## src/rtl/page_ctrl_pkg.sv

```systemverilog
// Shared constants and page encoding for the VGA page controller.
// Optional fade-in after page switches is enabled by PAGE_FADE_EN.
package page_ctrl_pkg;

    localparam logic [1:0] PAGE_MAIN  = 2'd0;
    localparam logic [1:0] PAGE_PLAY  = 2'd1;
    localparam logic [1:0] PAGE_PAUSE = 2'd2;
    localparam logic [1:0] PAGE_OVER  = 2'd3;

    typedef enum logic [1:0] {
        ST_MAIN  = PAGE_MAIN,
        ST_PLAY  = PAGE_PLAY,
        ST_PAUSE = PAGE_PAUSE,
        ST_OVER  = PAGE_OVER
    } page_e;

    localparam int NUM_KEYS    = 4;
    localparam int KEY_CONFIRM = 0;
    localparam int KEY_BACK    = 1;
    localparam int KEY_UP      = 2;
    localparam int KEY_DOWN    = 3;

    localparam int H_ACTIVE = 640;
    localparam int V_ACTIVE = 480;

    localparam int PIX_W = 12;
    localparam int CH_W  = 4;
    localparam int R_LSB = 0;
    localparam int G_LSB = 4;
    localparam int B_LSB = 8;

endpackage

```

## src/rtl/page_controller_key_debounce.sv

```systemverilog
// Single-key debouncer: 2-flop synchroniser, stability counter and
// registered rising-edge pulse of the accepted level.
module key_debounce #(
    parameter int DEBOUNCE_CYCLES = 500000
) (
    input  logic clk,
    input  logic rst_n,
    input  logic key_raw,
    output logic pulse
);

    localparam int CW =
        (DEBOUNCE_CYCLES < 2) ? 1 : $clog2(DEBOUNCE_CYCLES);
    localparam logic [CW-1:0] CNT_LAST = CW'(DEBOUNCE_CYCLES - 1);

    logic [1:0]    sync_q;
    logic [CW-1:0] cnt_q, cnt_d;
    logic          stable_q, stable_d;
    logic          stable_dly_q;
    logic          pulse_q;

    // Any sample matching the accepted level restarts the count.
    always_comb begin
        cnt_d    = cnt_q;
        stable_d = stable_q;
        if (sync_q[1] == stable_q) begin
            cnt_d = '0;
        end else if (cnt_q == CNT_LAST) begin
            stable_d = sync_q[1];
            cnt_d    = '0;
        end else begin
            cnt_d = cnt_q + 1'b1;
        end
    end

    always_ff @(posedge clk) begin
        if (!rst_n) begin
            sync_q       <= '0;
            cnt_q        <= '0;
            stable_q     <= 1'b0;
            stable_dly_q <= 1'b0;
            pulse_q      <= 1'b0;
        end else begin
            sync_q       <= {sync_q[0], key_raw};
            cnt_q        <= cnt_d;
            stable_q     <= stable_d;
            stable_dly_q <= stable_q;
            pulse_q      <= stable_q & ~stable_dly_q;
        end
    end

    assign pulse = pulse_q;

endmodule

```

## src/rtl/page_controller.sv

```systemverilog
// VGA UI page scheduler: key debounce, page FSM, frame-aligned commit
// and registered pixel mux. PAGE_FADE_EN adds post-switch dimming.
module page_controller
    import page_ctrl_pkg::*;
#(
    parameter int DEBOUNCE_CYCLES = 500000
`ifdef PAGE_FADE_EN
    ,
    parameter int FADE_FRAMES = 3
`endif
) (
    input  logic             vga_clk,
    input  logic             vga_rst_n,
    input  logic [3:0]       keys,
    input  logic             frame_done,
    input  logic             game_over,
    input  logic [PIX_W-1:0] pix_main,
    input  logic [PIX_W-1:0] pix_play,
    input  logic [PIX_W-1:0] pix_pause,
    input  logic [PIX_W-1:0] pix_over,
    output logic [1:0]       page_sel,
    output logic [3:0]       key_pulse,
    output logic             page_changed,
    output logic [PIX_W-1:0] pixel_data
);

    for (genvar k = 0; k < NUM_KEYS; k++) begin : g_key
        key_debounce #(
            .DEBOUNCE_CYCLES(DEBOUNCE_CYCLES)
        ) u_deb (
            .clk    (vga_clk),
            .rst_n  (vga_rst_n),
            .key_raw(keys[k]),
            .pulse  (key_pulse[k])
        );
    end

    page_e            pending_q, pending_d;
    page_e            sel_q, sel_d;
    logic             changed_q, changed_d;
    logic [PIX_W-1:0] pix_sel, pix_d, pix_q;
    logic             confirm, back;

    assign confirm = key_pulse[KEY_CONFIRM];
    assign back    = key_pulse[KEY_BACK];

    // Transitions listed per state in priority order.
    always_comb begin
        pending_d = pending_q;
        unique case (pending_q)
            ST_MAIN: begin
                if (confirm) pending_d = ST_PLAY;
            end
            ST_PLAY: begin
                if (game_over) pending_d = ST_OVER;
                else if (back) pending_d = ST_PAUSE;
            end
            ST_PAUSE: begin
                if (confirm)   pending_d = ST_PLAY;
                else if (back) pending_d = ST_MAIN;
            end
            ST_OVER: begin
                if (confirm) pending_d = ST_MAIN;
            end
            default: pending_d = pending_q;
        endcase
    end

    always_comb begin
        sel_d     = sel_q;
        changed_d = 1'b0;
        if (frame_done) begin
            sel_d     = pending_q;
            changed_d = (pending_q != sel_q);
        end
    end

    always_comb begin
        pix_sel = pix_main;
        unique case (sel_q)
            ST_MAIN:  pix_sel = pix_main;
            ST_PLAY:  pix_sel = pix_play;
            ST_PAUSE: pix_sel = pix_pause;
            ST_OVER:  pix_sel = pix_over;
            default:  pix_sel = pix_main;
        endcase
    end

`ifdef PAGE_FADE_EN
    localparam int FW =
        (FADE_FRAMES < 2) ? 1 : $clog2(FADE_FRAMES + 1);

    logic [FW-1:0] fade_q, fade_d;

    always_comb begin
        fade_d = fade_q;
        if (frame_done) begin
            if (pending_q != sel_q) begin
                fade_d = FW'(FADE_FRAMES);
            end else if (fade_q != '0) begin
                fade_d = fade_q - 1'b1;
            end
        end
    end

    // Oversized shifts drain the channel to zero.
    always_comb begin
        pix_d = '0;
        pix_d[R_LSB +: CH_W] = pix_sel[R_LSB +: CH_W] >> fade_q;
        pix_d[G_LSB +: CH_W] = pix_sel[G_LSB +: CH_W] >> fade_q;
        pix_d[B_LSB +: CH_W] = pix_sel[B_LSB +: CH_W] >> fade_q;
    end

    always_ff @(posedge vga_clk) begin
        if (!vga_rst_n) fade_q <= '0;
        else            fade_q <= fade_d;
    end
`else
    assign pix_d = pix_sel;
`endif

    always_ff @(posedge vga_clk) begin
        if (!vga_rst_n) begin
            pending_q <= ST_MAIN;
            sel_q     <= ST_MAIN;
            changed_q <= 1'b0;
            pix_q     <= '0;
        end else begin
            pending_q <= pending_d;
            sel_q     <= sel_d;
            changed_q <= changed_d;
            pix_q     <= pix_d;
        end
    end

    assign page_sel     = sel_q;
    assign page_changed = changed_q;
    assign pixel_data   = pix_q;

endmodule

```

## config.mk

```make
export PLATFORM = sky130hd
export DESIGN_NAME = page_controller
export DESIGN_NICKNAME = d
export VERILOG_FILES = /design/src/rtl/page_ctrl_pkg.sv /design/src/rtl/page_controller_key_debounce.sv /design/src/rtl/page_controller.sv
export SDC_FILE = /design/constraint.sdc
export NUM_CORES = 1
export LEC_CHECK = 0
export ABC_CLOCK_PERIOD_IN_PS = 2100
export CORE_MARGIN = 5
export CORE_UTILIZATION = 27
export CTS_CLUSTER_SIZE = 40
export DETAILED_ROUTE_END_ITERATION = 16
export HOLD_SLACK_MARGIN = 0.06
export PLACE_DENSITY_LB_ADDON = 0.08
export SLEW_MARGIN = 20
export SYNTH_ARGS = -nofsm -noshare
export SYNTH_HDL_FRONTEND = slang
export SYNTH_SLANG_ARGS = --single-unit
```

## constraint.sdc

```tcl
create_clock -name vga_clk -period 2.1 [get_ports vga_clk]
set_input_delay 0.21 -clock vga_clk [delete_from_list [all_inputs] [get_ports vga_clk]]
set_output_delay 0.21 -clock vga_clk [all_outputs]
set_load 0.005 [all_outputs]
```

Word level (Yosys, flattened, before mapping)
Cells that the tools add are included.
{"block": "word_totals", "output_inout_bits": 19, "rom_bits": 0, "in_bits": 56, "elab_cells": 80, "ff_bits": 113, "n_memories": 0, "latch_bits": 0, "ram_bits": 0}
{"block": "classes", "multipliers": 0, "n_reduce_logical": 12, "muxes": 8, "div": 0, "magnitude_cmp": 0, "n_bitwise": 13, "n_shift": 0, "n_addsub": 4, "n_eq_ne": 19}
{"cell": "$add 19x1->19 const B", "count": 4}
{"cell": "$eq 19x19->1 const B", "count": 4}
{"cell": "$pmux 12 s4", "count": 1}
{"cell": "$mux 2", "count": 6}
{"cell": "$reduce_or 3->1", "count": 4}
{"cell": "$reduce_and 2->1", "count": 5}
{"cell": "$not 1->1", "count": 9}
{"cell": "$eq 2x2->1 const B", "count": 4}
{"cell": "$pmux 2 s4", "count": 1}
{"cell": "$and 1x1->1", "count": 4}
{"cell": "$eq 1x1->1", "count": 4}
{"cell": "$eq 2x1->1 const B", "count": 2}
{"cell": "$logic_not 2->1", "count": 2}
{"cell": "$ne 2x1->1 const B", "count": 2}
{"cell": "$reduce_and 4->1", "count": 1}
{"cell": "$ne 3x1->1 const B", "count": 1}
{"cell": "$ne 3x2->1 const B", "count": 1}
{"cell": "$ne 2x2->1", "count": 1}

Logic depth before layout (Yosys ltp)
{"block": "logic_depth", "ltp_word": 3, "ltp_mapped": 7, "mapped_depth_nobuf": 5}

Cells and area by module
A second synthesis with hierarchy kept.
{"block": "unflattened", "cells_unflattened": 537, "hier_area_um2": 5012.3}
{"mod": "key_debounce", "n_inst": 4, "cells_each": 115, "area_per_inst_um2": 1044.8}
{"mod": "page_controller", "n_inst": 1, "cells_each": 77, "area_per_inst_um2": 833.3}

Worst setup path before layout
No wires, ideal clock.
{"block": "synth_path", "kind": "reg2reg", "start": "register g_key[3].u_deb.cnt_q[11]", "end": "register g_key[3].u_deb.cnt_q[10]", "n_path_buf": 1, "slack_ns": 0.137, "required_ns": 1.985, "arrival_ns": 1.848, "period_less_slack_ns": 1.963, "path_stages_with_launch": 6, "path_cell_list": "dfxtp_1 -> or4b_1 -> or4_4 -> o211ai_4 -> buf_8 -> nor2_1"}
{"block": "synth_between", "elab_chain_len": 2}
{"element": "start: declaration", "line": "page_controller_key_debounce.sv:17", "rtl": "logic [CW-1:0] cnt_q, cnt_d;"}
{"element": "start signal: assignment", "line": "page_controller_key_debounce.sv:45", "rtl": "cnt_q <= cnt_d;"}
{"element": "$eq 19x19->1", "line": "page_controller_key_debounce.sv:28", "rtl": "end else if (cnt_q == CNT_LAST) begin"}
{"element": "$reduce_or 3->1 (no line)"}
No other way between the ends.
A chain may end at the register's enable or synchronous reset.

Final worst setup path
{"block": "layout_path", "start": "register g_key[3].u_deb.cnt_q[5]", "end": "register g_key[3].u_deb.cnt_q[2]"}
Same word-level chain as after synthesis.

==> PnR_summary.wiki <==
{| class="wikitable"
! Metric !! Value
|-
| Run status || finished clean
|-
| Instance area after placement || 5914 µm²
|-
| TritonCTS clock tree || done
|-
| Number of flops mapped to enable cells by yosys || 0
|-
| Count of antenna diodes in the layout || 0
|-
| Critical path capture point type || flop
|-
| Crit-path leading delay family || simple AND/OR/NAND/NOR gates
|-
| Remaining design rule violation count || 0
|-
| Area occupied by multi-input gates || 2451 µm²
|-
| VDD IR max || 0.6717 mV
|-
| H-tree level count || 4
|-
| Number of cell instances on the worst register-to-register path || 5
|-
| Final HPWL DP || 7976 µm
|-
| Number of input and output port buffers inserted || 74
|-
| Most used flip-flop cell after synthesis || sky130_fd_sc_hd__dfxtp_1
|-
| Number of register bits inferred by synthesis || 113
|-
| Pin count of the biggest net entering global routing || 27
|-
| Ports placed on the boundary || 75
|-
| Via density per instance || 4.638
|-
| Initial core utilization || 27.26%
|-
| Post-layout nets || 665
|-
| Pwr per Cell Area || 771.7 nW/µm²
|-
| Total global routing overflow || 0
|-
| Clock insertion delay at the later pin of the skew report || 0.41 ns
|-
| Part of the Yosys area used for sequential elements || 46.36%
|-
| Worst setup path class || flop to flop
|-
| Async set or reset register ratio after synthesis || 0%
|-
| Summed negative setup slack over all endpoints || 0 ns
|-
| Delay of the slowest critical-path stage || 0.56 ns
|-
| Number of instances in the synthesized netlist || 520
|-
| Area delta synth->final || 32.26%
|-
| Die Span X || 144.4 µm
|-
| Area contributors post-synth || sky130_fd_sc_hd__dfxtp_1, sky130_fd_sc_hd__xnor2_1, sky130_fd_sc_hd__mux4_2
|-
| WL/cell || 12.98 µm
|-
| Sum of routed wire length over all layers || 10,970 µm
|-
| Critical-path top delay cell || sky130_fd_sc_hd__or4_4
|-
| Final setup fails || 0
|-
| Ys Warns || 0
|-
| Highest achievable clock rate || 508.7 MHz
|-
| Number of detailed-routing iterations run before antenna repair || 5
|-
| Vias in the first global route || 3,956
|-
| Setup repair after global routing missed its margin || false
|-
| Biggest area consumer among synthesized cells || sky130_fd_sc_hd__dfxtp_1
|-
| Post-CTS Hold Fix Bufs || 0
|-
| Setup Skew || 0.008023 ns
|-
| Required time of the worst setup path || 2.40 ns
|-
| Core area || 17,900 µm²
|-
| Final critical-path share of the clock period || 93.62%
|-
| Remaining max-slew budget at the tightest pin || 64.55%
|-
| Buffers & Inverters on Critical Path || 1
|-
| Final critical path time including I/O delays and setup || 1.966 ns
|-
| Number of cells traversed by the worst hold path || 1
|-
| Number of max-cap violations || 0
|-
| Number of hold violations in the final report || 0
|-
| Top cell type's share of synthesized area || 46.36%
|-
| Number of resized instances in the post-cts repair step || 0
|-
| Overall fraction of global-route tracks in use || 11.20%
|-
| Number of library cell types mapped by synthesis || 39
|-
| Actual transition at the worst max-transition pin || 0.5244 ns
|-
| Number of max-slew violations in the final report || 0
|-
| Share of cells above drive strength 1 || 10.39%
|-
| Top fanout value on the critical path || 19
|-
| Critical Path AT || 2.26 ns
|-
| Setup bufs post-CTS || 0
|-
| Number of buffers added by the clock tree synthesis step || 17
|-
| Number of antenna violations at the first check in global routing || 0
|-
| Type of the most critical hold path || flop to flop
|-
| Mapped Nets || 580
|-
| Leading cell type in the layout, fill and taps excluded || sky130_fd_sc_hd__dfxtp_1
|-
| Die boundary height || 144.4 µm
|-
| Fill cell instance count of the final layout || 1,798
|-
| Mean instance size in the synthesized netlist || 9.384 µm²
|-
| Maximum clock insertion buffer count || 2
|-
| Global-route wire length before repair || 18,430 µm
|-
| Clock input transition at the sequential cells of the worst setup and hold paths || 0.05 ns
|-
| Clock Sink Count || 113
|-
| Root Driver || sky130_fd_sc_hd__clkbuf_16
|-
| Critical Path Stages || 5
|-
| Area of the die || 20,860 µm²
|-
| Final design area excluding fillers || 6454 µm²
|-
| Top library cells by usage in the layout, fill and taps aside || sky130_fd_sc_hd__dfxtp_1, sky130_fd_sc_hd__clkdlybuf4s50_1, sky130_fd_sc_hd__nor2_1, sky130_fd_sc_hd__nand2_1, sky130_fd_sc_hd__xnor2_1
|-
| Sequence of cells on the critical path || or4bb_1 -> or4_4 -> o211ai_4 -> buf_12 -> nor2_1
|-
| Footprint of the flip-flops and latches || 2262 µm²
|-
| Startpoint types || flop
|-
| Number of rows in the core area || 49
|-
| Leakage power || 0.002065 µW
|-
| Routability-driven placement congestion ratio || 0.7396
|-
| R2R setup slack || 0.13 ns
|-
| Count of routing violations after the opening detailed-route iteration || 143
|-
| Vias post-DR || 3,919
|-
| Cell area after synthesis || 4880 µm²
|-
| Residual antenna-violating net count after detailed routing || 0
|}
synth_stat cells, drive strengths merged, types with 2 or more instances:
master and number:
o31ai 10, or4b 2, nor3 9, nor2 64, mux2i 2, nand2 31
xor2 23, and4 8, a21oi 25, and3 4, or4 12, ha 4
o21ai 14, or3 17, a21o 2, clkbuf 15, nor2b 5, nor4b 4
a21bo 2, dfxtp 113, and2 26, inv 16, or2 3, nor4 11
nor4bb 2, mux4 12, nand4 14, nand3 28, xnor2 31, buf 7
cell type report:
class                   count  share of cell area (%)
repair buffers             88                   13.30
clock buffers              19                   6.863
clock inverters            11                   1.435
inverters                  16                  0.9306
flip-flops and latches    113                   35.05
multi-input cells         369                   37.98
well taps                 229                   4.440
flip-flops by register name, indices dropped and copies added (netlist names):
name,count
g_key.u_deb.pulse,4
g_key.u_deb.stable_q,4
pixel_data,12
page_changed,1
g_key.u_deb.sync_q,8
page_sel,2
g_key.u_deb.stable_dly_q,4
pending_q,2
g_key.u_deb.cnt_q,76
cells by family after synthesis:
group | count (synthesis) | share of synthesized area, %
buffers and inverters | 38 | 3.487
and+or+nand+nor | 241 | 26.51
muxes | 14 | 5.949
xor gates and xnor gates | 54 | 9.692
AOI/OAI and AO/OA | 56 | 6.974
adders and majority gates | 4 | 1.026
DFF | 113 | 46.36
per-stage QoR:
stage | worst slack (ns) | power, µW | util (%) | hold slack [ns] | instances
floorplan | 0.1374 | 2276 | - | 0.3261 | 520
global placement | 0.1677 | 2423 | 33.04 | 0.3768 | 815
finish | 0.1341 | 4981 | 36.05 | 0.3802 | 845
detailed placement | 0.1265 | 2425 | 33.04 | 0.3731 | 815
global route | 0.06968 | 5195 | 36.05 | 0.3886 | 845
CTS | 0.1216 | 5077 | 36.03 | 0.3653 | 845
path summary, 6_finish.rpt:
check                              start                       to
max              g_key[3].u_deb.cnt_q[5]  g_key[3].u_deb.cnt_q[2]
min          g_key[1].u_deb.stable_dly_q     g_key[1].u_deb.pulse
max reg2reg      g_key[3].u_deb.cnt_q[5]  g_key[3].u_deb.cnt_q[2]
min reg2reg  g_key[1].u_deb.stable_dly_q     g_key[1].u_deb.pulse
power breakdown:
group,internal (µW),switching [µW]
Clock,1630,978
Sequential,2170,7.81
Combinational,143,55.5
worst reg2reg max path, cell delays in order, from the launching register on:
cell and delay, ns:
sky130_fd_sc_hd__dfxtp_1 0.34, sky130_fd_sc_hd__or4bb_1 0.51, sky130_fd_sc_hd__or4_4 0.56, sky130_fd_sc_hd__o211ai_4 0.20
sky130_fd_sc_hd__buf_12 0.18, sky130_fd_sc_hd__nor2_1 0.06
routing by layer:
layer	GRT usage, %	wire (µm)	vias up
met2	17.46	5010	121
li1	-	-	1993
met1	12.89	4767	1796
met5	0	0	-
met3	6.184	1061	9
met4	4.271	130	0
Note: power is estimated with default switching activity, not from simulation.
